File: config.mk
export PLATFORM = sky130hd
export DESIGN_NAME = cmd_rx
export DESIGN_NICKNAME = d
export VERILOG_FILES = /design/src/rtl/cmd_defines.sv /design/src/rtl/crc8.sv /design/src/rtl/cmd_rx.sv
export SDC_FILE = /design/constraint.sdc
export NUM_CORES = 1
export LEC_CHECK = 0
export ABC_AREA = 1
export BUFFER_PORTS_ARGS = -buffer_cell sky130_fd_sc_hd__buf_2
export CELL_PAD_IN_SITES_DETAIL_PLACEMENT = 1
export CELL_PAD_IN_SITES_GLOBAL_PLACEMENT = 1
export CORE_MARGIN = 5
export CORE_UTILIZATION = 40
export DETAILED_ROUTE_END_ITERATION = 10
export PLACE_DENSITY = 0.85
export SYNTH_ARGS = -nofsm -noshare
export SYNTH_HDL_FRONTEND = slang
export SYNTH_SLANG_ARGS = --single-unit
File: constraint.sdc
create_clock -name i_clk -period 3.04 [get_ports i_clk]
set_input_delay 0.456 -clock i_clk [delete_from_list [all_inputs] [get_ports i_clk]]
set_output_delay 0.456 -clock i_clk [all_outputs]
set_load 0.01 [all_outputs]
File: src/rtl/cmd_defines.sv
// cmd_defines: shared constants for the host command protocol receive path.
// Holds the START byte, header byte indices, OP bit positions, the receive
// FSM state encodings and the packed request record carried to the handler.
package cmd_defines;

    localparam logic [7:0] CMD_START = 8'hA5;

    // Header byte positions, counted from the first byte after START.
    localparam logic [2:0] HDR_OP   = 3'd0;
    localparam logic [2:0] HDR_SZ   = 3'd1;
    localparam logic [2:0] HDR_A0   = 3'd2;
    localparam logic [2:0] HDR_A1   = 3'd3;
    localparam logic [2:0] HDR_A2   = 3'd4;
    localparam logic [2:0] HDR_A3   = 3'd5;
    localparam logic [2:0] HDR_CRC  = 3'd6;
    localparam logic [2:0] HDR_LAST = HDR_CRC;

    // OP byte layout.
    localparam int OP_WR_BIT    = 0;
    localparam int OP_AINCR_BIT = 3;
    localparam int OP_WSIZE_LSB = 4;

    // Receive FSM encodings.
    localparam logic [1:0] ST_WAITFORSTART = 2'd0;
    localparam logic [1:0] ST_RECV_HEADER  = 2'd1;
    localparam logic [1:0] ST_HANDLE_MREQ  = 2'd2;

    typedef struct packed {
        logic        wr;
        logic [1:0]  wsize;
        logic        aincr;
        logic [7:0]  size;
        logic [31:0] addr;
    } mreq_t;

endpackage

File: src/rtl/crc8.sv
// crc8: combinational single-byte CRC-8 update, polynomial 0x07, MSB first.
// Ports:
//   i_data - byte to fold in
//   i_crc  - running CRC value (0x00 at frame start)
//   o_crc  - updated CRC value
module crc8 (
    input  logic [7:0] i_data,
    input  logic [7:0] i_crc,
    output logic [7:0] o_crc
);

    logic [7:0] crc_work;

    always_comb begin
        crc_work = i_crc ^ i_data;
        for (int i = 0; i < 8; i++) begin
            if (crc_work[7]) begin
                crc_work = {crc_work[6:0], 1'b0} ^ 8'h07;
            end else begin
                crc_work = {crc_work[6:0], 1'b0};
            end
        end
        o_crc = crc_work;
    end

endmodule

File: src/rtl/cmd_rx.sv
// cmd_rx: receive side of the host command protocol.
// Hunts for the START byte, collects OP, SZ, A0..A3 and CRC, checks the CRC
// and then holds a memory request towards the handler. While the request is
// held the input stream is wired straight through to the payload port, so
// the handler drains MWRITE data at its own pace.
// Optional header timeout: define CMD_RX_TIMEOUT_EN.
// Ports:
//   i_clk, i_rst              - clock, synchronous active-high reset
//   i_st_data/valid, o_st_ready - command byte stream from the host link
//   o_mreq_valid, i_mreq_ready  - request handshake with the handler
//   o_mreq_wr/wsize/aincr/size/addr - decoded request fields
//   o_rx_data/valid, i_rx_data_ready - MWRITE payload passthrough
//   o_crc_err                 - one-cycle pulse on header CRC mismatch
//   o_timeout                 - one-cycle pulse on header timeout
module cmd_rx
    import cmd_defines::*;
#(
    parameter int TIMEOUT_CYCLES = 1024
) (
    input  logic        i_clk,
    input  logic        i_rst,
    input  logic [7:0]  i_st_data,
    input  logic        i_st_valid,
    output logic        o_st_ready,
    output logic        o_mreq_valid,
    input  logic        i_mreq_ready,
    output logic        o_mreq_wr,
    output logic [1:0]  o_mreq_wsize,
    output logic        o_mreq_aincr,
    output logic [7:0]  o_mreq_size,
    output logic [31:0] o_mreq_addr,
    output logic [7:0]  o_rx_data,
    output logic        o_rx_data_valid,
    input  logic        i_rx_data_ready,
    output logic        o_crc_err,
    output logic        o_timeout
);

    logic [1:0] state_reg, state_next;
    logic [2:0] idx_reg, idx_next;
    logic [7:0] crc_reg, crc_next;
    mreq_t      req_reg, req_next;
    logic       crc_err_reg, crc_err_next;

    logic       in_wait, in_header, in_handle;
    logic       st_fire;
    logic [7:0] crc_in, crc_out;
    logic       tmo_hit;

    assign in_wait   = (state_reg == ST_WAITFORSTART);
    assign in_header = (state_reg == ST_RECV_HEADER);
    assign in_handle = (state_reg == ST_HANDLE_MREQ);

    // During a request the stream belongs to the handler; otherwise we
    // always accept. An illegal state accepts nothing for its single cycle.
    assign o_st_ready = in_handle ? i_rx_data_ready : (in_wait | in_header);
    assign st_fire    = i_st_valid & o_st_ready;

    // START is folded into a fresh CRC, so the seed is 0 while hunting.
    assign crc_in = in_wait ? 8'h00 : crc_reg;

    crc8 u_crc8 (
        .i_data (i_st_data),
        .i_crc  (crc_in),
        .o_crc  (crc_out)
    );

    always_comb begin
        state_next   = state_reg;
        idx_next     = idx_reg;
        crc_next     = crc_reg;
        req_next     = req_reg;
        crc_err_next = 1'b0;

        case (state_reg)
            ST_WAITFORSTART: begin
                if (st_fire && (i_st_data == CMD_START)) begin
                    crc_next   = crc_out;
                    idx_next   = HDR_OP;
                    state_next = ST_RECV_HEADER;
                end
            end

            ST_RECV_HEADER: begin
                if (st_fire) begin
                    // Every header byte is data, including 0xA5.
                    case (idx_reg)
                        HDR_OP: begin
                            req_next.wr    = i_st_data[OP_WR_BIT];
                            req_next.aincr = i_st_data[OP_AINCR_BIT];
                            req_next.wsize = i_st_data[OP_WSIZE_LSB +: 2];
                        end
                        HDR_SZ: req_next.size       = i_st_data;
                        HDR_A0: req_next.addr[7:0]   = i_st_data;
                        HDR_A1: req_next.addr[15:8]  = i_st_data;
                        HDR_A2: req_next.addr[23:16] = i_st_data;
                        HDR_A3: req_next.addr[31:24] = i_st_data;
                        HDR_LAST: begin
                            if (i_st_data == crc_reg) begin
                                state_next = ST_HANDLE_MREQ;
                            end else begin
                                crc_err_next = 1'b1;
                                state_next   = ST_WAITFORSTART;
                            end
                        end
                        default: state_next = ST_WAITFORSTART;
                    endcase
                    if (idx_reg < HDR_LAST) begin
                        crc_next = crc_out;
                        idx_next = idx_reg + 3'd1;
                    end
                end else if (tmo_hit) begin
                    state_next = ST_WAITFORSTART;
                end
            end

            ST_HANDLE_MREQ: begin
                // A payload byte moving in this cycle is still delivered by
                // the passthrough; only the request itself closes.
                if (i_mreq_ready) begin
                    state_next = ST_WAITFORSTART;
                end
            end

            default: state_next = ST_WAITFORSTART;
        endcase
    end

    always_ff @(posedge i_clk) begin
        if (i_rst) begin
            state_reg   <= ST_WAITFORSTART;
            idx_reg     <= HDR_OP;
            crc_reg     <= 8'h00;
            req_reg     <= '0;
            crc_err_reg <= 1'b0;
        end else begin
            state_reg   <= state_next;
            idx_reg     <= idx_next;
            crc_reg     <= crc_next;
            req_reg     <= req_next;
            crc_err_reg <= crc_err_next;
        end
    end

`ifdef CMD_RX_TIMEOUT_EN
    localparam int TMO_W = $clog2(TIMEOUT_CYCLES + 1);

    logic [TMO_W-1:0] tmo_cnt_reg;
    logic [TMO_W-1:0] tmo_cnt_inc;
    logic             timeout_reg;

    // The counter holds the number of idle header cycles already seen; the
    // idle cycle that brings it to TIMEOUT_CYCLES is the one that fires.
    assign tmo_cnt_inc = tmo_cnt_reg + 1'b1;
    assign tmo_hit     = in_header && (tmo_cnt_inc == TMO_W'(TIMEOUT_CYCLES));

    always_ff @(posedge i_clk) begin
        if (i_rst || !in_header || st_fire) begin
            tmo_cnt_reg <= '0;
        end else begin
            tmo_cnt_reg <= tmo_cnt_inc;
        end
    end

    always_ff @(posedge i_clk) begin
        if (i_rst) begin
            timeout_reg <= 1'b0;
        end else begin
            timeout_reg <= tmo_hit && !st_fire;
        end
    end

    assign o_timeout = timeout_reg;
`else
    assign tmo_hit   = 1'b0;
    assign o_timeout = 1'b0;
`endif

    assign o_mreq_valid    = in_handle;
    assign o_mreq_wr       = req_reg.wr;
    assign o_mreq_wsize    = req_reg.wsize;
    assign o_mreq_aincr    = req_reg.aincr;
    assign o_mreq_size     = req_reg.size;
    assign o_mreq_addr     = req_reg.addr;
    assign o_rx_data       = in_handle ? i_st_data : 8'h00;
    assign o_rx_data_valid = in_handle & i_st_valid;
    assign o_crc_err       = crc_err_reg;

endmodule

==> flow_summary_export.csv, run 1 <==
group,metric,value,unit
route,first_iter_violations,107,
critical_path,path_cells,"nor2_1 -> buf_4 -> nand2_1 -> nand3_1 -> inv_1 -> nand3_1 -> nand2_1 -> inv_1",
yosys,ys_types,26,
clock_network,htreeDepth,3,
yosys,syn-num-nets,399,
worst_hold_path,hold_start,"i_st_data[6]",
place,finalWeightedCongestion,0.865,
sta,whs,0.435,ns
final_layout,stdcell_count,531,
status,status,"finished, final reports clean",
final_layout,largest_reg_flops,32,
clock_network,cts_setup_buffers,0,
power_and_ir_drop,power.density,595,nW/um^2
sta,max_freq,489,MHz
clock_network,cts_tree,"yes",
critical_path,cp_slowest_stage_delay,0.46,ns
final_layout,antenna_cells,0,
sta,worst_slack,0.997,ns
final_layout,final_nets,464,
route,post_drt_wl_per_cell,17.1,um
clock_network,cts.clk_slew.worst_paths,0.08,ns
route,drt_wl_total,9.06,mm
floorplanning,die_h,92.4,um
yosys,syn-instance-count,381,
place,place_hpwl,6.56,mm
yosys,synth.avg_cell_area,7.13,um^2
global_routing,grt_pass1_wl,14.7,mm
sta,final.setup.tns,0,ns
clock_network,root_buffer,"clkbuf_8",
sta,period_share,0.672,
sta,worst_slew_pin_slew,0.931,ns
floorplanning,rows,30,
final_layout,mostFrequentLayoutCells,"77 x nand2_1, 68 x buf_2, 58 x dfxtp_1, 57 x a21oi_1, 48 x o21ai_0",
critical_path,cp_top_family,"simple AND/OR/NAND/NOR gates",
place,pre_cts_ws,0.738,ns
yosys,synth_warnings,0,
critical_path,end_kind,"flip-flop",
power_and_ir_drop,leakage,1.62,nW
clock_network,clk-insertion-delay-late,0.35,ns
critical_path,cp_slowest_cell,"dfxtp_1",
sta,setup_viol,0,
route,drc,0,
route,drt_pass1_iterations,4,
critical_path,crit_start,"state_reg[1]",
final_layout,area.growth.synth_to_final,21.8,%
clock_network,clock-sinks,58,
critical_path,cp_max_fo,12,
floorplanning,core-area,6720,um^2
floorplanning,die_w,92.4,um
place,place_area,3080,um^2
floorplanning,start_util,0.404,
critical_path,r2r_start,"state_reg[1]",
critical_path,reg2reg_setup_slack,1.0,ns
floorplanning,ios,70,
power_and_ir_drop,ir_drop,0.350,mV
clock_network,clk_path_buf_depth,2,
critical_path,worst_setup_path_start_kind,"flip-flop",
place,port_buffers,68,
route,via_per_inst,5.32,
route,antenna_left,0,
clock_network,holdBufCountCts,0,
final_layout,final_common_cell,"nand2_1",
final_layout,drive_above_1_share,0.226,
final_layout,fin_area,3310,um^2
critical_path,cp_data_required_time,3.29,ns
run,maxCapViolCount,0,
global_routing,grt_max_degree,42,
global_routing,grt_pass1_vias,2891,
place,dp.cells,515,
sta,rsz0062_at_grt,"no",
power_and_ir_drop,finalPower,1.97,mW
floorplanning,dieArea,8540,um^2
global_routing,gr-usage-all-layers,0.219,
clock_network,cts_resized,0,
route,vias,2826,
sta,min_period,2.04,ns
critical_path,path_buf_inv,3,
sta,hold_viol_final,0,
critical_path,arrival,2.30,ns
yosys,seq_area_frac_synth,0.427,
sta,fin_worst_skew,0.00957,ns
worst_hold_path,hp-class,"in2reg",
final_layout,utilization,0.492,
yosys,synth_area,2720,um^2
sta,final_max_slew_viol_count,0,
global_routing,gr-total-overflow,0,
global_routing,antenna_found_initial,0,
yosys,ys_ff_latch,58,
critical_path,crit_type,"reg2reg",
sta,slew_headroom,0.376,
clock_network,cts_buffers,9,
metal layers:
layer | global-route usage | routed length (um) | up-vias
li1 | - | - | 1387
met4 | 0.0804 | 168 | 0
met3 | 0.0496 | 449 | 17
met5 | 0 | 0 | -
met2 | 0.379 | 4380 | 69
met1 | 0.265 | 4060 | 1353
cells by family after synthesis:
group / after synthesis / synth area share
AND/OR/NAND/NOR: 149 / 0.244
XOR/XNOR: 7 / 0.0226
flip-flops: 58 / 0.427
other: 1 / 0.00138
adder cells (fa/ha/maj): 5 / 0.0230
buffers and inverters: 56 / 0.0884
AO/OA/AOI/OAI: 105 / 0.193
final timing paths:
path / to / cells past startpoint
hold reg to reg: o_mreq_addr[15] / 2
setup reg to reg: crc_reg[4] / 8
setup / recovery: crc_reg[4] / 8
hold / removal: o_mreq_addr[14] / 3
worst min-delay path, cell delays in order:
cell,delay [ns]
buf_2,0.14
nand3_1,0.08
a21oi_1,0.06
layout make-up:
type                            count  area (um^2)
Clock buffer                        9          124
Fill cell                         898         3410
Multi-Input combinational cell    267         1320
Timing Repair Buffer               70          355
Sequential cell                    58         1160
Clock inverter                      7          103
Tap cell                           80          100
Inverter                           40          150
where the power goes:
part / leakage (nW) / total [mW] / switching, mW / internal [mW]
registers: 0.467 / 0.808 / 0.0243 / 0.784
logic: 1.04 / 0.340 / 0.239 / 0.100
clock network: 0.110 / 0.820 / 0.352 / 0.468
total: 1.62 / 1.97 / 0.615 / 1.35
synth_stat cells:
cell / instances / area, um^2
buf_6: 1 / 11.3
nor2_4: 1 / 11.3
buf_1: 1 / 3.75
nor2_2: 1 / 6.26
nor2_1: 22 / 82.6
ha_1: 5 / 62.6
a21oi_1: 57 / 285
inv_1: 32 / 120
conb_1: 1 / 3.75
nand3_2: 3 / 30.0
nor3_1: 3 / 15.0
nand2_4: 1 / 11.3
dfxtp_1: 58 / 1160
nor3_2: 1 / 10.0
o21ai_0: 48 / 240
clkbuf_1: 6 / 22.5
nand2_1: 77 / 289
xor2_1: 2 / 17.5
nand2_2: 1 / 6.26
xnor2_1: 5 / 43.8
buf_4: 5 / 37.5
buf_2: 3 / 15.0
nor4_1: 1 / 6.26
nand4_1: 3 / 18.8
nand3_1: 35 / 175
inv_2: 8 / 30.0
Note: power is estimated with default switching activity, not from simulation.
==> run 2: changes to the inputs <==
--- a/config.mk
+++ b/config.mk
@@ -10,9 +10,9 @@
 export CELL_PAD_IN_SITES_DETAIL_PLACEMENT = 1
 export CELL_PAD_IN_SITES_GLOBAL_PLACEMENT = 1
 export CORE_MARGIN = 5
-export CORE_UTILIZATION = 40
+export CORE_UTILIZATION = 37
 export DETAILED_ROUTE_END_ITERATION = 10
-export PLACE_DENSITY = 0.85
+export PLACE_DENSITY = 0.79
 export SYNTH_ARGS = -nofsm -noshare
 export SYNTH_HDL_FRONTEND = slang
 export SYNTH_SLANG_ARGS = --single-unit
==> constraint.sdc (replaced) <==
create_clock -name i_clk -period 1.9 [get_ports i_clk]
set_input_delay 0.285 -clock i_clk [delete_from_list [all_inputs] [get_ports i_clk]]
set_output_delay 0.285 -clock i_clk [all_outputs]
set_load 0.01 [all_outputs]
==> run 2 against run 1 <==
Design area up 1.6%. Highest routed layer unchanged. Critical path depth up 2. Clock power up 29%. Setup slack worse by 0.82 ns. Routed wire length down 1.0%. Count of clock-buffer cells in the layout up 1.
==> flow_summary_export.csv, run 2 (synthesis results as in run 1) <==
group,metric,value,unit
status,status,"finished, final reports clean",
floorplanning,start_util,0.377,
floorplanning,dieArea,9150,um^2
clock_network,htreeDepth,3,
sta,min_period,1.72,ns
global_routing,gr-total-overflow,0,
final_layout,mostFrequentLayoutCells,"77 x nand2_1, 68 x buf_2, 57 x a21oi_1, 57 x dfxtp_1, 48 x o21ai_0",
clock_network,cts_buffers,9,
floorplanning,rows,31,
route,via_per_inst,5.10,
clock_network,cts_tree,"yes",
global_routing,antenna_found_initial,0,
critical_path,cp_max_fo,7,
sta,final_max_slew_viol_count,0,
final_layout,multi_input_area,1320,um^2
sta,final.setup.tns,0,ns
global_routing,grt_pass1_wl,14.4,mm
floorplanning,ios,70,
critical_path,arrival,1.96,ns
route,drt_wl_total,8.96,mm
power_and_ir_drop,ir_drop,0.472,mV
final_layout,area.growth.synth_to_final,23.7,%
clock_network,root_buffer,"clkbuf_8",
sta,max_freq,580,MHz
critical_path,crit_type,"reg2reg",
clock_network,cts.clk_slew.worst_paths,0.08,ns
final_layout,final_nets,473,
route,post_drt_wl_per_cell,16.0,um
final_layout,drive_above_1_share,0.246,
run,maxCapViolCount,0,
power_and_ir_drop,leakage,1.64,nW
route,vias,2850,
final_layout,antenna_cells,0,
global_routing,grt_pass1_vias,2942,
clock_network,holdBufCountCts,0,
global_routing,gr-usage-all-layers,0.204,
route,drc,0,
critical_path,cp_data_required_time,2.14,ns
final_layout,regArea,1160,um^2
floorplanning,core-area,7210,um^2
place,finalWeightedCongestion,0.891,
clock_network,cts_setup_buffers,0,
floorplanning,die_w,95.7,um
place,place_hpwl,6.34,mm
clock_network,clock-sinks,58,
route,antenna_left,0,
final_layout,nFillCells,1000,
sta,rsz0062_at_grt,"no",
sta,period_share,0.907,
floorplanning,die_h,95.7,um
final_layout,largest_reg_flops,32,
critical_path,worst_setup_path_start_kind,"flip-flop",
sta,hold_viol_final,0,
sta,setup_viol,0,
global_routing,grt_max_degree,43,
place,port_buffers,68,
worst_hold_path,hp-class,"in2reg",
route,first_iter_violations,86,
final_layout,final_common_cell,"nand2_1",
clock_network,clk-insertion-delay-late,0.34,ns
power_and_ir_drop,power.density,864,nW/um^2
final_layout,utilization,0.466,
clock_network,clk_path_buf_depth,2,
critical_path,end_kind,"flip-flop",
sta,fin_worst_skew,0.00808,ns
route,drt_pass1_iterations,4,
run 2: where the power goes:
| group | switching [mW] | internal, mW | leakage [nW] |
|---|---|---|---|
| Clock | 0.549 | 0.508 | 0.0847 |
| Sequential | 0.0396 | 1.26 | 0.468 |
| Combinational | 0.384 | 0.168 | 1.09 |
run 2: worst max-delay path, cell delays in order, from the launching register on:
cell and delay [ns]:
dfxtp_2 0.36, nor2_1 0.40, o21ai_0 0.15, nand2_1 0.14, nand2_1 0.10, nand3_2 0.09, nand2_2 0.08, nand2_1 0.07
nand2_1 0.04, nor2_1 0.13, nor2_1 0.06
run 2: final timing paths:
kind	slack, ns	cells past startpoint	start	endpoint
max	0.18	10	state_reg[1]	crc_reg[2]
min	0.27	3	i_st_data[6]	o_mreq_addr[14]
max reg2reg	0.18	10	state_reg[1]	crc_reg[2]
min reg2reg	0.46	2	o_mreq_addr[11]	o_mreq_addr[11]
run 2: through the flow:
step	cell area (um^2)	setup slack [ns]	hold WS (ns)	power, mW	cells
detailed placement	3170	0.151	0.457	1.87	543
finish	3360	0.176	0.268	2.90	559
global route	3360	0.0239	0.284	3.05	559
CTS	3350	0.130	0.258	2.92	559
global placement	3170	0.228	0.446	1.84	543
floorplan	2720	0.285	0.449	1.70	381
run 2: layout make-up:
class                           instances  share of cell area
Multi-Input combinational cell        267               0.394
Clock buffer                           10              0.0410
Clock inverter                          6              0.0123
Tap cell                               99              0.0369
Sequential cell                        58               0.346
Inverter                               40              0.0447
Timing Repair Buffer                   79               0.126
run 2: per-layer routing:
| layer | up-vias | global-route usage | wire [um] |
|---|---|---|---|
| met5 | - | 0 | 0 |
| met4 | 0 | 0.0746 | 167 |
| met3 | 15 | 0.0442 | 307 |
| met2 | 56 | 0.345 | 4520 |
| met1 | 1379 | 0.254 | 3970 |
| li1 | 1400 | - | - |
run 2: repair_timing:
item | 4_1_cts | 5_1_grt
setup endpoints to repair | 0 | 4
endpoints found under the hold margin | 0 | 0
gates resized for setup | 0 | 2
